[src/rtl/alu_pkg.sv]
// Shared types and constants for the ALU issue/writeback pipeline.
// Instruction layout, ALU modes and the EX/WB stage bundles.
package alu_pkg;

  localparam int DW   = 8;
  localparam int NREG = 4;
  localparam int RW   = $clog2(NREG);
  localparam int IW   = 12;

  localparam int LDI_B    = 11;
  localparam int MODE_LSB = 8;
  localparam int RD_LSB   = 6;
  localparam int RA_LSB   = 4;
  localparam int RB_LSB   = 2;

  typedef enum logic [2:0] {
    M_ADD = 3'd0,
    M_SUB = 3'd1,
    M_INC = 3'd2,
    M_DEC = 3'd3,
    M_AND = 3'd4,
    M_OR  = 3'd5,
    M_XOR = 3'd6,
    M_NOT = 3'd7
  } mode_e;

  typedef struct packed {
    mode_e          mode;
    logic [RW-1:0]  rd;
    logic           ldi;
    logic [DW-1:0]  imm;
    logic [DW-1:0]  a;
    logic [DW-1:0]  b;
  } ex_t;

  typedef struct packed {
    logic [DW-1:0]  data;
    logic [RW-1:0]  rd;
  } wb_t;

endpackage

[src/rtl/alu_regfile.sv]
// Small register file: two async read ports, one debug port,
// one synchronous write port, cleared by async reset.
module alu_regfile
  import alu_pkg::*;
(
  input  logic          clk,
  input  logic          rst_n,
  input  logic          we,
  input  logic [RW-1:0] waddr,
  input  logic [DW-1:0] wdata,
  input  logic [RW-1:0] raddr_a,
  output logic [DW-1:0] rdata_a,
  input  logic [RW-1:0] raddr_b,
  output logic [DW-1:0] rdata_b,
  input  logic [RW-1:0] dbg_raddr,
  output logic [DW-1:0] dbg_rdata
);

  logic [NREG-1:0][DW-1:0] rf;

  always_ff @(posedge clk or negedge rst_n) begin
    if (!rst_n) begin
      rf <= '0;
    end else if (we) begin
      rf[waddr] <= wdata;
    end
  end

  assign rdata_a   = rf[raddr_a];
  assign rdata_b   = rf[raddr_b];
  assign dbg_rdata = rf[dbg_raddr];

endmodule

[src/rtl/alu_issue_unit.sv]
// Two-stage issue/writeback front end for an external 8-bit ALU.
// EX drives the ALU; WB holds the result and writes the regfile.
module alu_issue_unit
  import alu_pkg::*;
(
  input  logic          clk,
  input  logic          rst_n,
  input  logic          in_valid,
  output logic          in_ready,
  input  logic [IW-1:0] in_instr,
  input  logic [DW-1:0] in_imm,
  output logic [DW-1:0] alu_a,
  output logic [DW-1:0] alu_b,
  output logic [2:0]    alu_mode,
  input  logic [DW-1:0] alu_out,
  output logic          res_valid,
  input  logic          res_ready,
  output logic [DW-1:0] res_data,
  output logic [RW-1:0] res_rd,
  output logic          res_zero,
  input  logic [RW-1:0] dbg_raddr,
  output logic [DW-1:0] dbg_rdata
);

  ex_t           ex_q;
  wb_t           wb_q;
  logic          ex_valid;
  logic          wb_valid;
  logic          wb_adv;
  logic          ex_adv;
  logic          accept;
  logic [DW-1:0] ex_res;
  logic [DW-1:0] rf_a;
  logic [DW-1:0] rf_b;
  logic [DW-1:0] op_a;
  logic [DW-1:0] op_b;
  logic [RW-1:0] ra;
  logic [RW-1:0] rb;
  logic          unused_rsvd;

  assign ra          = in_instr[RA_LSB +: RW];
  assign rb          = in_instr[RB_LSB +: RW];
  assign unused_rsvd = ^in_instr[1:0];

  assign wb_adv   = ~wb_valid | res_ready;
  assign ex_adv   = ex_valid & wb_adv;
  assign in_ready = ~ex_valid | ex_adv;
  assign accept   = in_valid & in_ready;
  assign ex_res   = ex_q.ldi ? ex_q.imm : alu_out;

  alu_regfile u_rf (
    .clk       (clk),
    .rst_n     (rst_n),
    .we        (ex_adv),
    .waddr     (ex_q.rd),
    .wdata     (ex_res),
    .raddr_a   (ra),
    .rdata_a   (rf_a),
    .raddr_b   (rb),
    .rdata_b   (rf_b),
    .dbg_raddr (dbg_raddr),
    .dbg_rdata (dbg_rdata)
  );

  // The retiring EX result is written on the same edge, so forward it.
  always_comb begin
    op_a = rf_a;
    op_b = rf_b;
    if (ex_adv && ex_q.rd == ra) op_a = ex_res;
    if (ex_adv && ex_q.rd == rb) op_b = ex_res;
  end

  always_ff @(posedge clk or negedge rst_n) begin
    if (!rst_n) begin
      ex_q     <= '0;
      ex_valid <= 1'b0;
    end else if (accept) begin
      ex_q <= '{
        mode: mode_e'(in_instr[MODE_LSB +: 3]),
        rd:   in_instr[RD_LSB +: RW],
        ldi:  in_instr[LDI_B],
        imm:  in_imm,
        a:    op_a,
        b:    op_b
      };
      ex_valid <= 1'b1;
    end else if (ex_adv) begin
      ex_valid <= 1'b0;
    end
  end

  always_ff @(posedge clk or negedge rst_n) begin
    if (!rst_n) begin
      wb_q     <= '0;
      wb_valid <= 1'b0;
    end else if (ex_adv) begin
      wb_q     <= '{data: ex_res, rd: ex_q.rd};
      wb_valid <= 1'b1;
    end else if (res_ready) begin
      wb_valid <= 1'b0;
    end
  end

  assign alu_a     = ex_q.a;
  assign alu_b     = ex_q.b;
  assign alu_mode  = ex_q.mode;
  assign res_valid = wb_valid;
  assign res_data  = wb_q.data;
  assign res_rd    = wb_q.rd;
  assign res_zero  = (wb_q.data == '0);

endmodule

[config.mk]
export PLATFORM = sky130hd
export DESIGN_NAME = alu_issue_unit
export DESIGN_NICKNAME = d
export VERILOG_FILES = /design/src/rtl/alu_pkg.sv /design/src/rtl/alu_regfile.sv /design/src/rtl/alu_issue_unit.sv
export SDC_FILE = /design/constraint.sdc
export NUM_CORES = 1
export LEC_CHECK = 0
export BUFFER_PORTS_ARGS = -buffer_cell sky130_fd_sc_hd__buf_4
export CAP_MARGIN = 20
export CORE_ASPECT_RATIO = 1.2
export CORE_MARGIN = 2
export CORE_UTILIZATION = 52
export CTS_BUF_LIST = sky130_fd_sc_hd__clkbuf_8
export CTS_CLUSTER_DIAMETER = 40
export CTS_CLUSTER_SIZE = 16
export DETAILED_ROUTE_END_ITERATION = 6
export GPL_TIMING_DRIVEN = 0
export PLACE_DENSITY = 0.79
export SLEW_MARGIN = 30
export SYNTH_ARGS = -nofsm -noshare
export SYNTH_HDL_FRONTEND = slang
export SYNTH_HIERARCHICAL = 1
export SYNTH_SLANG_ARGS = --single-unit
[constraint.sdc]
create_clock -name clk -period 1.65 [get_ports clk]
set_input_delay 0.33 -clock clk [delete_from_list [all_inputs] [get_ports clk]]
set_output_delay 0.33 -clock clk [all_outputs]
set_load 0.02 [all_outputs]
==> out/metrics.csv <==
stage,metric,value,unit
status,status,finished with violations,
status,failing checks,"hold timing, setup timing",
global_routing,vias in the first global route,2775,
sta,Worst Skew,0.00843,ns
global_routing,initial antenna violation count,1,
synthesis,synth unique cells,23,
synthesis,Post-synth ARST share,1.00,
sta,setup tns final,-0.549,ns
placed_design,IO Port Bufs,69,
setup_path,Crit Path Category,reg -> out,
clock_tree,clk root buf,clkbuf_8,
global_routing,pin count of the biggest net entering global routing,75,
sta,RSZ-0062 raised after global routing,yes,
sta,crit path time final,1.81,ns
setup_path,Worst path top cell family by delay,simple AND/OR/NAND/NOR gates,
routing,# DRC,0,
routing,Routed wire per std cell,18.2,um
power_and_ir_drop,VDD IR max,0.839,mV
layout,Final #Nets,423,
setup_path,worst path cell trace,"or4_1, nor2_1, buf_4",
die,Rows,34,
sta,Final Cycle Share,1.10,
synthesis,Synth warnings,6,
routing,Vias,2657,
power_and_ir_drop,Reg power frac,0.342,
routing,Initial DRC Count,133,
synthesis,Synth Instances,263,
clock_tree,clock latency on the worst-skew pair,0.34,ns
setup_path,Worst setup SP type,flop,
die,core box area,7190,sq um
clock_tree,TritonCTS Buffers,9,
power_and_ir_drop,sw power,2800,uW
setup_path,"Arr. time, crit path",1.48,ns
die,Die Wd,82.1,um
power_and_ir_drop,Pint,5820,uW
synthesis,syn nets,297,
die,Vert. Die Dim,97.7,um
synthesis,Post-Syn Area,3810,sq um
die,number of I/O pins,74,
layout,area grow syn2layout,34.2,%
setup_path,WP data required,1.32,ns
setup_path,crit-path max FO,2,
layout,Filler Cell Count,489,
clock_tree,Max Root-Sink Buffers,2,
sta,final setup vio count,9,
placed_design,Setup Slack @ Placement,-0.283,ns
routing,final wirelength,8.82,mm
routing,Routed Antenna Nets,0,
global_routing,first-pass GRT wire length,14.0,mm
power_and_ir_drop,static leakage,0.00232,uW
sta,setup ws final,-0.157,ns
die,initial core utilization,0.530,
power_and_ir_drop,net switching fraction of the power,0.325,
synthesis,"flops & latches, synth",74,
clock_tree,CTS H-tree lvls,3,
synthesis,"count leader, synth",dfrtp_1,
sta,Max-slew headroom,0.562,
synthesis,Post-synth EDFFs,0,
layout,layout cell share with drive strength beyond 1,0.652,
sta,fin. max-slew vios,0,
power_and_ir_drop,combinational share of power,0.496,
global_routing,Total GRT Usage,0.239,
clock_tree,CTS tree,done,
synthesis,Synth Flop Type,dfrtp_1,
synthesis,syn avg cell area,14.5,sq um
hold_path,HP Class,in -> async,
die,DIE AREA,8030,sq um
synthesis,sequential-to-total area share from yosys stat,0.486,
run,max capacitance violation total,0,
clock_tree,Sink Count,74,
layout,multi-input logic area,1800,sq um
sta,Slew @ Worst Pin,0.658,ns
synthesis,share of the synthesized area in the top cell type,0.486,
setup_path,"Largest stage delay, worst path",0.51,ns
sta,Worst Hold Slack,-0.00837,ns
setup_path,Critical Path End Type,primary output,
setup_path,CP max stage cell,or4_1,
synthesis,Synth area leaders,"dfrtp_1, mux2_2, mux4_2, mux2i_1, buf_4",
power_and_ir_drop,PwrDens,1690,nW/um^2
power_and_ir_drop,power after layout,8610,uW
routing,Pre-Repair DR Iteration Count,4,
synthesis,Synth area leader,dfrtp_1,
placed_design,RD Place Congestion,0.802,
sta,Final Hold Viols,10,
placed_design,Post-DP HPWL,5.77,mm
setup_path,"Buf+Inv Stages, Crit Path",1,
sta,fmax,0.553,GHz
clock_tree,hold buffer count at cts,0,
layout,n_diodes,0,
synthesis,synth cell count leaders,"dfrtp_1, mux2_2, mux4_2",
power_and_ir_drop,Clk pwr share,0.161,
layout,register area,1860,sq um
global_routing,global route overflow,0,
routing,routed vias/inst,5.49,
clock_tree,Clock Pin Slew Worst Setup and Hold Paths,0.07,ns
[flip-flops by register name, indices dropped and copies added (netlist names)]
name,flops
alu_a,8
alu_b,8
alu_mode,3
ex_q,11
ex_valid,1
res_data,8
res_rd,2
res_valid,1
u_rf/rf,32
[through the flow]
step                      area [sq um]   util  std cells
after floorplan                   3820      -        263
after global placement            4460  0.620        422
after detailed placement          4460  0.620        422
after CTS                         5010  0.698        474
after global routing              5110  0.711        484
final                             5110  0.711        484
[placed cells by master, fill, tap and decap left out, drive strengths merged]
cell type	instances
nor3b	1
inv	4
nor2b	1
nand2	19
bufinv	1
nor4	2
or2b	1
nand3b	3
dfrtp	74
nand2b	1
buf	142
nor2	1
clkbuf	15
clkinv	2
mux4	24
xor2	4
or4	2
o21ai	16
nand3	1
mux2i	16
mux2	64
[cells by family (layout without fill, tap and decap cells)]
| family | Yosys count | count (layout) | synth area share |
|---|---|---|---|
| mux | 104 | 104 | 0.373 |
| flops | 74 | 74 | 0.486 |
| simple gates | 32 | 32 | 0.0562 |
| xor+xnor | 4 | 4 | 0.00920 |
| compound gates | 16 | 16 | 0.0220 |
| buf+inv | 33 | 164 | 0.0529 |
[worst reg2reg max path: cells and delay by family, from the launching register on]
kind | cells | cell delay [ns]
DFF | 1 | 0.37
muxes | 1 | 0.38
and+or+nand+nor | 3 | 0.63
buffers and inverters | 1 | 0.08
[what timing repair did]
| item | 4_1_cts | 5_1_grt |
|---|---|---|
| pin swaps | 5 | 1 |
| endpoints found under the setup margin | 57 | 37 |
| buffers inserted | 36 | 12 |
| gates resized for setup | 18 | 8 |
[per-layer routing]
layer / up-vias / wire, um / GRT usage / share of wire
met5: - / 0 / 0 / 0
met4: 0 / 317 / 0.119 / 0.036
met3: 20 / 517 / 0.0425 / 0.059
met2: 75 / 4650 / 0.398 / 0.53
met1: 1350 / 3330 / 0.294 / 0.38
li1: 1212 / - / - / -
[area by class of cell]
class	count	area share
timing repair buffer	117	0.185
buffer	29	0.0370
sequential	74	0.363
clock inverter	5	0.00906
inverter	2	0.00245
tap	90	0.0220
multi-input combinational	156	0.352
clock buffer	11	0.0296
[power by group through the flow]
stage	logic (uW)	clock network (uW)	registers [uW]
global placement	3160	0	3020
CTS	4050	1430	2920
detailed placement	3230	0	3090
global route	4550	1510	3030
finish	4280	1390	2950
floorplan	2190	0	3020
[final timing paths]
path / startpoint / endpoint / slack, ns / cells after the start
worst max-delay path: res_data[2]$_DFFE_PN0P_ / res_zero / -0.16 / 3
min in group clk: in_valid / ex_valid$_DFFE_PN0P_ / 0.21 / 2
worst max register to register: res_valid$_DFFE_PN0P_ / u_rf/rf[10]$_DFFE_PN0P_ / 0.08 / 5
worst min-delay path: rst_n / res_data[0]$_DFFE_PN0P_ / -0.008 / 1
worst min register to register: alu_a[3]$_DFFE_PN0P_ / alu_a[3]$_DFFE_PN0P_ / 0.48 / 2
max in group asynchronous: rst_n / ex_q[25]$_DFFE_PN0P_ / 1.16 / 1
(Power assumes the default switching activity.)
